`src/rtl/square_unit.sv`:
```
// square_unit: iterative shift-and-add squarer, PP = A*A for an N-bit
// unsigned operand. INIT/DONE handshake shared with the other calculator
// operation blocks; DONE is held for DONE_HOLD cycles before returning idle.
module square_unit #(
  parameter int N         = 16,
  parameter int DONE_HOLD = 31
) (
  input  logic           CLK,
  input  logic           RST,
  input  logic           INIT,
  input  logic [N-1:0]   A,
  output logic [2*N-1:0] PP,
  output logic           DONE,
  output logic           BUSY
);

  // Hold counter must reach DONE_HOLD-1 and is never narrower than 6 bits.
  localparam int HW = ($clog2(DONE_HOLD) > 6) ? $clog2(DONE_HOLD) : 6;

  typedef enum logic [2:0] {
    S_START   = 3'd0,
    S_CHECK_Z = 3'd1,
    S_CHECK   = 3'd2,
    S_ADD     = 3'd3,
    S_SHIFT   = 3'd4,
    S_END     = 3'd5
  } state_t;

  state_t          state_r;
  state_t          next_s;
  logic [2*N-1:0]  mc_r;
  logic [N-1:0]    mp_r;
  logic [2*N-1:0]  pp_r;
  logic [HW-1:0]   hcnt_r;
  logic            done_r;
  logic            busy_r;
  logic            done_s;
  logic            busy_s;
  logic            hold_last_s;

  assign hold_last_s = (hcnt_r == HW'(DONE_HOLD - 1));

  // State register with synchronous reset.
  always_ff @(posedge CLK) begin
    if (RST) begin
      state_r <= S_START;
    end else begin
      state_r <= next_s;
    end
  end

  // Next-state decode; unused encodings fall back to S_START.
  always_comb begin
    next_s = state_r;
    case (state_r)
      S_START: begin
        if (INIT) begin
          next_s = S_CHECK_Z;
        end else begin
          next_s = S_START;
        end
      end
      S_CHECK_Z: begin
        if (mp_r == {N{1'b0}}) begin
          next_s = S_END;
        end else begin
          next_s = S_CHECK;
        end
      end
      S_CHECK: begin
        if (mp_r[0]) begin
          next_s = S_ADD;
        end else begin
          next_s = S_SHIFT;
        end
      end
      S_ADD:   next_s = S_SHIFT;
      S_SHIFT: next_s = S_CHECK_Z;
      S_END: begin
        if (hold_last_s) begin
          next_s = S_START;
        end else begin
          next_s = S_END;
        end
      end
      default: next_s = S_START;
    endcase
  end

  // Output decode from the upcoming state so DONE/BUSY can be registered
  // and still line up with the state they describe.
  always_comb begin
    done_s = 1'b0;
    busy_s = 1'b0;
    case (next_s)
      S_START: begin
        done_s = 1'b0;
        busy_s = 1'b0;
      end
      S_END: begin
        done_s = 1'b1;
        busy_s = 1'b1;
      end
      S_CHECK_Z, S_CHECK, S_ADD, S_SHIFT: begin
        done_s = 1'b0;
        busy_s = 1'b1;
      end
      default: begin
        done_s = 1'b0;
        busy_s = 1'b0;
      end
    endcase
  end

  // Registered handshake outputs.
  always_ff @(posedge CLK) begin
    if (RST) begin
      done_r <= 1'b0;
      busy_r <= 1'b0;
    end else begin
      done_r <= done_s;
      busy_r <= busy_s;
    end
  end

  // Datapath: operand capture, accumulate, shift and DONE hold counting.
  always_ff @(posedge CLK) begin
    if (RST) begin
      mc_r   <= {(2*N){1'b0}};
      mp_r   <= {N{1'b0}};
      pp_r   <= {(2*N){1'b0}};
      hcnt_r <= {HW{1'b0}};
    end else begin
      case (state_r)
        S_START: begin
          if (INIT) begin
            mc_r <= {{N{1'b0}}, A};
            mp_r <= A;
            pp_r <= {(2*N){1'b0}};
          end
        end
        S_CHECK_Z: begin
          if (mp_r == {N{1'b0}}) begin
            hcnt_r <= {HW{1'b0}};
          end
        end
        S_CHECK: begin
          pp_r <= pp_r;
        end
        S_ADD: begin
          // Sum of the shifted copies of A never exceeds A*A < 2^(2N).
          pp_r <= pp_r + mc_r;
        end
        S_SHIFT: begin
          mc_r <= mc_r << 1;
          mp_r <= mp_r >> 1;
        end
        S_END: begin
          hcnt_r <= hcnt_r + HW'(1);
        end
        default: begin
          mc_r   <= {(2*N){1'b0}};
          mp_r   <= {N{1'b0}};
          pp_r   <= {(2*N){1'b0}};
          hcnt_r <= {HW{1'b0}};
        end
      endcase
    end
  end

  assign PP   = pp_r;
  assign DONE = done_r;
  assign BUSY = busy_r;

endmodule

```
`config.mk`:
```
export PLATFORM = sky130hd
export DESIGN_NAME = square_unit
export DESIGN_NICKNAME = d
export VERILOG_FILES = /design/src/rtl/square_unit.sv
export SDC_FILE = /design/constraint.sdc
export NUM_CORES = 1
export LEC_CHECK = 0
export ABC_AREA = 1
export CAP_MARGIN = 20
export CORE_MARGIN = 3
export CORE_UTILIZATION = 65
export CTS_BUF_LIST = sky130_fd_sc_hd__clkbuf_8
export DETAILED_ROUTE_END_ITERATION = 12
export GPL_TIMING_DRIVEN = 1
export HOLD_SLACK_MARGIN = 0.05
export PLACE_DENSITY = 0.89
export SLEW_MARGIN = 40
export SYNTH_ARGS = -nofsm -noshare
export SYNTH_HDL_FRONTEND = slang
export SYNTH_SLANG_ARGS = --single-unit
```
`constraint.sdc`:
```
create_clock -name CLK -period 3.1 [get_ports CLK]
set_clock_uncertainty 0.1 [all_clocks]
set_input_delay 0.775 -clock CLK [delete_from_list [all_inputs] [get_ports CLK]]
set_output_delay 0.775 -clock CLK [all_outputs]
set_load 0.005 [all_outputs]
```
Yosys cells after proc, flatten, opt, wreduce, memory -nomap -nowiden
Cells that the tools add are included.

operators by class
  reduce and logical (&&, ||, !) cells = 9
  shifts and indexed selects = 0
  order comparisons = 0
  equal/unequal tests = 13
  div/mod/pow operators = 0
  add/sub/neg operators = 2
  multipliers = 0
  muxes and demuxes = 15
  bitwise gates (word level) = 3

operators with widths
  operator                                              number
  one-hot mux 32 bit (3 select lines)                   2
  two-way mux 32 bit                                    2
  one-hot mux 16 bit (3 select lines)                   1
  adder 32 bit                                          1
  one-hot mux 3 bit (6 select lines)                    1
  one-hot mux 6 bit (3 select lines)                    1
  logical NOT 16 bit                                    1
  two-way mux 16 bit                                    1
  equality test 3 x 2 -> 1 bit (second input constant)  4
  equality test 3 bit (second input constant)           4
  OR reduction 4 bit                                    3
  two-way mux 3 bit                                     3
  adder 6 x 1 -> 6 bit (second input constant)          1
  equality test 3 x 1 -> 1 bit (second input constant)  2
  equality test 6 x 5 -> 1 bit (second input constant)  1
  two-way mux 6 bit                                     1
  AND reduction 2 bit                                   3
  OR reduction 5 bit                                    1
  != test 2 bit (second input constant)                 2
  logical NOT 3 bit                                     1
  two-way mux 1 bit                                     3
  inverter 1 bit                                        3

storage, ports and cells
  bits in latches = 0
  logic and storage cells = 49
  bits in writable memories = 0
  register bits = 91
  bits in read-only memories = 0
  output and inout port bits = 34
  bits of input ports = 19
  memories kept = 0

Depth between registers and ports, before layout
Gate-level depths: netlist of run 1.

  depth in word-level cells = 6
  mapped depth = 13
  mapped depth without buffers = 13

Worst setup path before layout of run 1
No wires, ideal clock.

  path kind = flip-flop to flip-flop
  start = register pp_r[0], in the netlist PP[0]
  end = register pp_r[16], in the netlist PP[16]
  data required time = 2.868 ns
  data arrival time = 1.728 ns
  setup slack = 1.140 ns
  buffers on the path = 0
  stages on the path, launching flop included = 14
  clock period less this slack = 1.960 ns
  library setup time = 0.132 ns
  cell sequence = dfxtp_1 ha_1 inv_1 fa_1 inv_1 nand3_1 nand3_1 nand2_1 nand2_1 inv_1 o21ai_0 nand2_1 nand3_1 a21oi_1

on the way
  longest elaborated chain between the ends = 2

RTL lines
  what                                 RTL line  text
  from (decl)                          33        logic [2*N-1:0] pp_r;
  from (signal assigned)               131       pp_r <= {(2*N){1'b0}};
  from (signal assigned)               139       pp_r <= {(2*N){1'b0}};
  from (signal assigned)               148       pp_r <= pp_r;
  adder 32 bit                         152       pp_r <= pp_r + mc_r;
  one-hot mux 32 bit (3 select lines)  134       case (state_r)

Every way passes these cells.
A chain may end at the register's enable or synchronous reset.

Worst setup path in the final report of run 1
  start = register pp_r[0], in the netlist PP[0]
  end = register pp_r[28], in the netlist PP[28]

Same word-level chain as after synthesis.

==> results.md, run 1 <==
- RSZ-0062 raised after global routing: no
- Synthesized net count: 1010
- Starting density of the core: 67.48%
- Worst path slowest cell: dfxtp_1
- Synth cell count leaders: nand2_1 (349), inv_1 (132), dfxtp_1 (91), a21oi_1 (84), nor2_1 (60)
- Max VDD drop: 0.3343 mV
- Cts hold-fix bufs: 0
- Largest area contributor in the netlist: dfxtp_1
- Vias: 6122
- Num CTS Buffers: 9
- FFs w/ async S/R, synth: 0%
- Critical path capture point type: flop
- Vias in the first global route: 5442
- Final worst path period need: 2.356 ns
- CTS tree: yes
- WP buf/inv: 2
- Most common cell on crit path: nand3_1
- Worst EP arrival: 2.48 ns
- Die Width: 101.4 µm
- Most frequent cell after synthesis: nand2_1
- Area Growth Syn to Fin: 12.61%
- Root Buffer: clkbuf_8
- Most area-consuming cells after synthesis: dfxtp_1 (31%), nand2_1 (22%), inv_1 (8.4%)
- CTS sink cnt: 91
- Final Hold Viols: 0
- DR iter-0 viols: 320
- Largest net degree at the start of global routing: 58
- ANT nets after route: 0
- Post-synth top area share: 30.81%
- Drt pass-1 iters: 5
- Clock Latency Late Sink: 0.36 ns
- Number of diodes: 0
- Required @ worst endpoint: 3.23 ns
- Post-Synth XOR/XNOR Area: 0.7406%
- Largest family of logic cells by synthesized area: simple AND/OR/NAND/NOR gates
- Die area: 10280 µm²
- Ports: 53
- PwrDens: 379.2 nW/µm²
- HPWL Detailed: 11040 µm
- Sequential area share after synthesis: 30.81%
- Routability-driven placement congestion ratio: 0.9740
- Maxcap violations: 0
- Post-synthesis adder-cell area fraction: 7.321%
- Worst-margin pin slew: 0.7507 ns
- Netlist Area Pre-Place: 5913 µm²
- Status: completed
- Hold/Removal Path Class: reg2reg
- CTS resizes: 0
- Startpoint Class: flop
- Rel. slew slack: 49.64%
- Lkg Pwr: 0.003149 µW
- Hold slack: 0.3836 ns
- Final period util: 76.00%
- Setup Total Neg Slack: 0 ns
- Ys Warns: 0
- Yosys cell types: 38
- Core footprint: 8763 µm²
- EDFF count, synth: 0
- Most used DFF post-synth: dfxtp_1
- Drt drc: 0
- Port Buffer Count: 52
- Clk slew on worst S/H paths: 0.11 ns
- Row cnt: 34
- Via-per-instance ratio: 5.510
- Maximum clock rate: 424.4 MHz
- Critical-path cell list: ha_1, inv_1, fa_1, inv_1, nand3_1, nand3_1, nand3_1, nand3_1, nand2_1, nand2_1, nand2_1, nand3_1, a21oi_1
- CTS H-tree depth: 3
- Worst path max stage delay: 0.42 ns
- Slew Viols, Final: 0
- Wire per inst: 13.22 µm
- Antenna violations before repair: 0
- Die height: 101.4 µm
- Clock Tree Buf Depth: 2
- Post-Synth Simple-Gate Area: 34.34%
- Total gr overflow: 0
- Global-route wire length before repair: 24730 µm
- Filler Cells Inserted: 722
- CP max FO: 4
- Post-CTS Setup Repair Bufs: 0
- Type of the worst setup path: reg2reg
- All-Layer GR Usage: 29.67%
- Mux contribution to synthesized area: 0%
- Layout cell share with drive strength beyond 1: 5.085%
- Yosys reg bits: 91
- CP top delay family: simple AND/OR/NAND/NOR gates
- Final Net Count: 1051
- Syn_area_per_cell: 6.179 µm²
- Synth Area in Compound Gates: 15.51%
- Finish-stage setup viols: 0
- Cells after Synth: 957
- Post-Route WL: 14680 µm
==> flip-flops by register name, indices dropped and copies added, names as in the netlist <==
name     flops
PP          32
mc_r        32
mp_r        16
hcnt_r       6
state_r      3
BUSY         1
DONE         1
==> worst reg2reg max path: stages (launching register included) <==
cell     delay [ns]
dfxtp_1        0.42
ha_1           0.22
inv_1          0.06
fa_1           0.40
inv_1          0.12
nand3_1        0.07
nand3_1        0.14
nand3_1        0.09
nand3_1        0.21
nand2_1        0.15
nand2_1        0.09
nand2_1        0.05
nand3_1        0.06
a21oi_1        0.06
==> final cells by class <==
| type | instances | area [µm²] | area share (%) |
|---|---|---|---|
| Clock buffer | 9 | 123.9 | 1.860 |
| Clock inverter | 7 | 62.56 | 0.9395 |
| Inverter | 140 | 525.5 | 7.892 |
| Multi-Input combinational cell | 699 | 3425 | 51.43 |
| Sequential cell | 91 | 1822 | 27.36 |
| Tap cell | 108 | 135.1 | 2.029 |
| Timing Repair Buffer | 57 | 565.5 | 8.493 |
==> report_power, final <==
group / internal (µW) / switching (µW) / total (µW)
Clock: 314 / 492 / 806
Sequential: 1240 / 66.0 / 1300
Combinational: 146 / 270 / 417
Total: 1700 / 828 / 2530
==> cell families (layout without fill, tap and decap cells) <==
| kind of cell | count (synthesis) | after routing |
|---|---|---|
| simple gates | 492 | 492 |
| fa+ha+maj | 34 | 34 |
| xor+xnor | 5 | 5 |
| buf+inv | 167 | 213 |
| compound gates | 168 | 168 |
| flops | 91 | 91 |
==> cell usage in the layout (no fill, tap or decap), types with 4 or more instances in the layout <==
| cell type | netlist | layout |
|---|---|---|
| nand2_1 | 349 | 349 |
| inv_1 | 132 | 131 |
| dfxtp_1 | 91 | 91 |
| a21oi_1 | 84 | 84 |
| nor2_1 | 60 | 60 |
| clkdlybuf4s50_1 | 0 | 51 |
| nand3_1 | 49 | 49 |
| ha_1 | 33 | 33 |
| a31oi_1 | 28 | 28 |
| o21ai_0 | 25 | 25 |
| o21ai_1 | 19 | 19 |
| clkbuf_8 | 0 | 9 |
| inv_2 | 8 | 8 |
| nor3_1 | 6 | 6 |
| nor2_2 | 4 | 4 |
| nand4_1 | 4 | 4 |
| o21bai_1 | 4 | 4 |
| nand3b_1 | 4 | 4 |
| inv_6 | 0 | 4 |
| buf_4 | 7 | 4 |
==> metal layers <==
layer	track usage [%]	part of all wire, %
met5	0	0
met4	9.816	2.5
met3	4.821	7.3
met2	45.98	44
met1	42.15	46
==> final timing paths <==
kind	from	endpoint	slack (ns)	depth (start not counted)
setup / recovery	PP[0]$_SDFFE_PP0P_	PP[28]$_SDFFE_PP0P_	0.74	13
hold / removal	mc_r[31]$_SDFFE_PP0P_	mc_r[31]$_SDFFE_PP0P_	0.38	2
setup reg to reg	PP[0]$_SDFFE_PP0P_	PP[28]$_SDFFE_PP0P_	0.74	13
hold reg to reg	mc_r[31]$_SDFFE_PP0P_	mc_r[31]$_SDFFE_PP0P_	0.38	2
==> through the flow <==
step	instance area, µm²	std cells	util (%)	power, µW	setup slack [ns]
finish	6659	1111	75.99	2525	0.7440
global route	6659	1111	75.99	2647	0.5493
CTS	6659	1111	75.99	2523	0.7731
detailed placement	6472	1095	73.86	1737	0.5554
global placement	6472	1095	73.86	1727	0.6272
floorplan	5913	957	-	1624	1.140
No activity file was read; power rests on OpenSTA's default activity.
==> run 2: changes to the inputs <==
--- a/config.mk
+++ b/config.mk
@@ -8,12 +8,12 @@
 export ABC_AREA = 1
 export CAP_MARGIN = 20
 export CORE_MARGIN = 3
-export CORE_UTILIZATION = 65
+export CORE_UTILIZATION = 54
 export CTS_BUF_LIST = sky130_fd_sc_hd__clkbuf_8
 export DETAILED_ROUTE_END_ITERATION = 12
 export GPL_TIMING_DRIVEN = 1
 export HOLD_SLACK_MARGIN = 0.05
-export PLACE_DENSITY = 0.89
+export PLACE_DENSITY = 0.78
 export SLEW_MARGIN = 40
 export SYNTH_ARGS = -nofsm -noshare
 export SYNTH_HDL_FRONTEND = slang
==> constraint.sdc (replaced) <==
create_clock -name CLK -period 1.94 [get_ports CLK]
set_clock_uncertainty 0.1 [all_clocks]
set_input_delay 0.485 -clock CLK [delete_from_list [all_inputs] [get_ports CLK]]
set_output_delay 0.485 -clock CLK [all_outputs]
set_load 0.005 [all_outputs]
==> run 2 against run 1 <==
Against the previous run:
- the run now ends with setup timing left
- power is 77% higher
- critical path depth is 2 lower
- sequential cell count stayed put
- clock power is 80% higher
- sequential power is 62% higher
- maximum frequency is 21% higher
- first-iteration DRC count is 33% higher
- count of clock-buffer cells in the layout stayed put
- register-to-register slack worse by 0.75 ns
- die area is 19% higher
- final cell count is 9.3% higher
- non-clock buffer count is 75 higher
- critical endpoint is now PP[15]$_SDFFE_PP0P_
- highest routed layer unchanged
==> results.md, run 2 (synthesis results as in run 1) <==
- Global-route wire length before repair: 26980 µm
- Final Hold Viols: 0
- Finish-stage setup viols: 2
- Wire per inst: 14.22 µm
- PwrDens: 563.7 nW/µm²
- Post-route setup slack: -0.008328 ns
- Root Buffer: clkbuf_8
- Filler Cells Inserted: 783
- Port Buffer Count: 52
- Pre-CTS WS: -0.08115 ns
- Drt pass-1 iters: 5
- Dpl cell area: 7028 µm²
- Cts hold-fix bufs: 0
- Worst EP arrival: 2.17 ns
- Starting density of the core: 56.27%
- Largest net degree at the start of global routing: 58
- Maximum clock rate: 513.3 MHz
- CTS H-tree depth: 3
- R2R cell count: 11
- Core footprint: 10510 µm²
- Antenna violations before repair: 0
- Final period util: 100.4%
- Total design power: 4479 µW
- Die height: 110.6 µm
- Die Width: 110.6 µm
- RSZ-0062 raised after global routing: yes
- Finished Cell Area: 7946 µm²
- Clock Latency Late Sink: 0.39 ns
- Row cnt: 37
- Clk slew on worst S/H paths: 0.10 ns
- Status: finished with violations
- R2R Path Start: PP[1]$_SDFFE_PP0P_
- Drt drc: 0
- CP max FO: 3
- Lkg Pwr: 0.003865 µW
- Vias in the first global route: 5837
- Most common cell after layout, fill and taps aside: nand2_1
- Vias: 6470
- Hold slack: 0.3840 ns
- DR iter-0 viols: 424
- Reg area: 1896 µm²
- Worst-margin pin slew: 0.2850 ns
- Area of the multi-input gates: 3961 µm²
- Maxcap violations: 0
- Via-per-instance ratio: 5.329
- Layout cell share with drive strength beyond 1: 25.88%
- Post-Route WL: 17260 µm
- Die area: 12240 µm²
- Most frequent cells in the layout: nand2_1 (316), inv_1 (129), buf_4 (76)
- Violated checks: setup timing
- Fin util: 75.62%
- All-Layer GR Usage: 26.33%
- Area Growth Syn to Fin: 34.38%
- CTS tree: yes
- Reg2reg end: PP[15]$_SDFFE_PP0P_
- Rel. slew slack: 80.97%
- Num CTS Buffers: 9
- Final Net Count: 1126
- ANT nets after route: 0
- Hold/Removal Path Class: reg2reg
- Total gr overflow: 0
- Number of diodes: 0
- CTS sink cnt: 91
- Critical path capture point type: flop
- Routability-driven placement congestion ratio: 0.9044
- Startpoint Class: flop
- HPWL Detailed: 12030 µm
- Final worst path period need: 1.948 ns
- Ports: 53
- CP startpoint: PP[1]$_SDFFE_PP0P_
- Slew Viols, Final: 0
- Flop2flop setup slack: -0.008 ns
- Critical Path Sink: PP[15]$_SDFFE_PP0P_
- Type of the worst setup path: reg2reg
- Required @ worst endpoint: 2.16 ns
- Max VDD drop: 0.6755 mV
- Clock Tree Buf Depth: 2
[run 2: cell types whose count changed in the layout (fill, tap and decap cells not counted), sizes merged]
cell,change
buf,+75
clkdlybuf4s50,-17
dlymetal6s2s,+11
dlygate4sd2,+6
bufinv,+1
clkinv,-1
[run 2: what timing repair did]
| action | in CTS | in global routing |
|---|---|---|
| endpoints found under the setup margin | 29 | 37 |
| endpoints found under the hold margin | 0 | 0 |
| buffers inserted | 2 | 8 |
| pin swaps | 1 | 23 |
| resized for setup | 33 | 158 |
[run 2: power by group]
part | switching (µW) | internal, µW | leakage (µW) | total, µW
combinational | 518 | 414 | 0.00299 | 932
sequential | 115 | 1980 | 0.000765 | 2100
clock | 809 | 638 | 0.000112 | 1450
[run 2: layer usage]
| layer | wire length (µm) | global-route usage [%] | vias up |
|---|---|---|---|
| met5 | 0 | 0 | - |
| met4 | 408 | 7.800 | 0 |
| met3 | 1073 | 4.164 | 39 |
| met2 | 8039 | 42.07 | 212 |
| met1 | 7743 | 36.66 | 2935 |
| li1 | - | - | 3284 |
[run 2: worst min-delay path by stage]
| stage | endpoint | cells past startpoint | start | slack (ns) |
|---|---|---|---|---|
| global route | mc_r[19]$_SDFFE_PP0P_ | 2 | mc_r[19]$_SDFFE_PP0P_ | 0.41 |
| CTS | mc_r[31]$_SDFFE_PP0P_ | 2 | mc_r[31]$_SDFFE_PP0P_ | 0.39 |
| floorplan | mc_r[31]$_SDFFE_PP0P_ | 2 | mc_r[31]$_SDFFE_PP0P_ | 0.35 |
| detailed placement | mc_r[31]$_SDFFE_PP0P_ | 2 | mc_r[31]$_SDFFE_PP0P_ | 0.37 |
| finish | mc_r[31]$_SDFFE_PP0P_ | 2 | mc_r[31]$_SDFFE_PP0P_ | 0.38 |
| global placement | mc_r[31]$_SDFFE_PP0P_ | 2 | mc_r[31]$_SDFFE_PP0P_ | 0.36 |
[run 2: metrics by stage]
| stage | setup TNS (ns) | instances |
|---|---|---|
| 4_1_cts | 0 | 1206 |
| 2_1_floorplan | 0 | 957 |
| 3_3_place_gp | -0.005500 | 1188 |
| 5_1_grt | -0.8877 | 1214 |
| 6_report | -0.01284 | 1214 |
| 3_5_place_dp | -0.3743 | 1188 |
[run 2: final cells by class]
type	instances	share of cell area, %
Clock buffer	9	1.559
Clock inverter	7	1.165
Inverter	140	6.613
Multi-Input combinational cell	699	49.85
Sequential cell	91	23.85
Tap cell	136	2.141
Timing Repair Buffer	132	14.82
[run 2: worst max-delay path: stages (launching register included)]
cell and delay [ns]:
dfxtp_2 0.35, ha_1 0.32, nand2_1 0.11, nand2_1 0.09, nand3_1 0.14, nand2_2 0.09
nand2_2 0.08, nand2_2 0.08, buf_4 0.14, a21oi_1 0.10, o21ai_0 0.09, a21oi_1 0.16
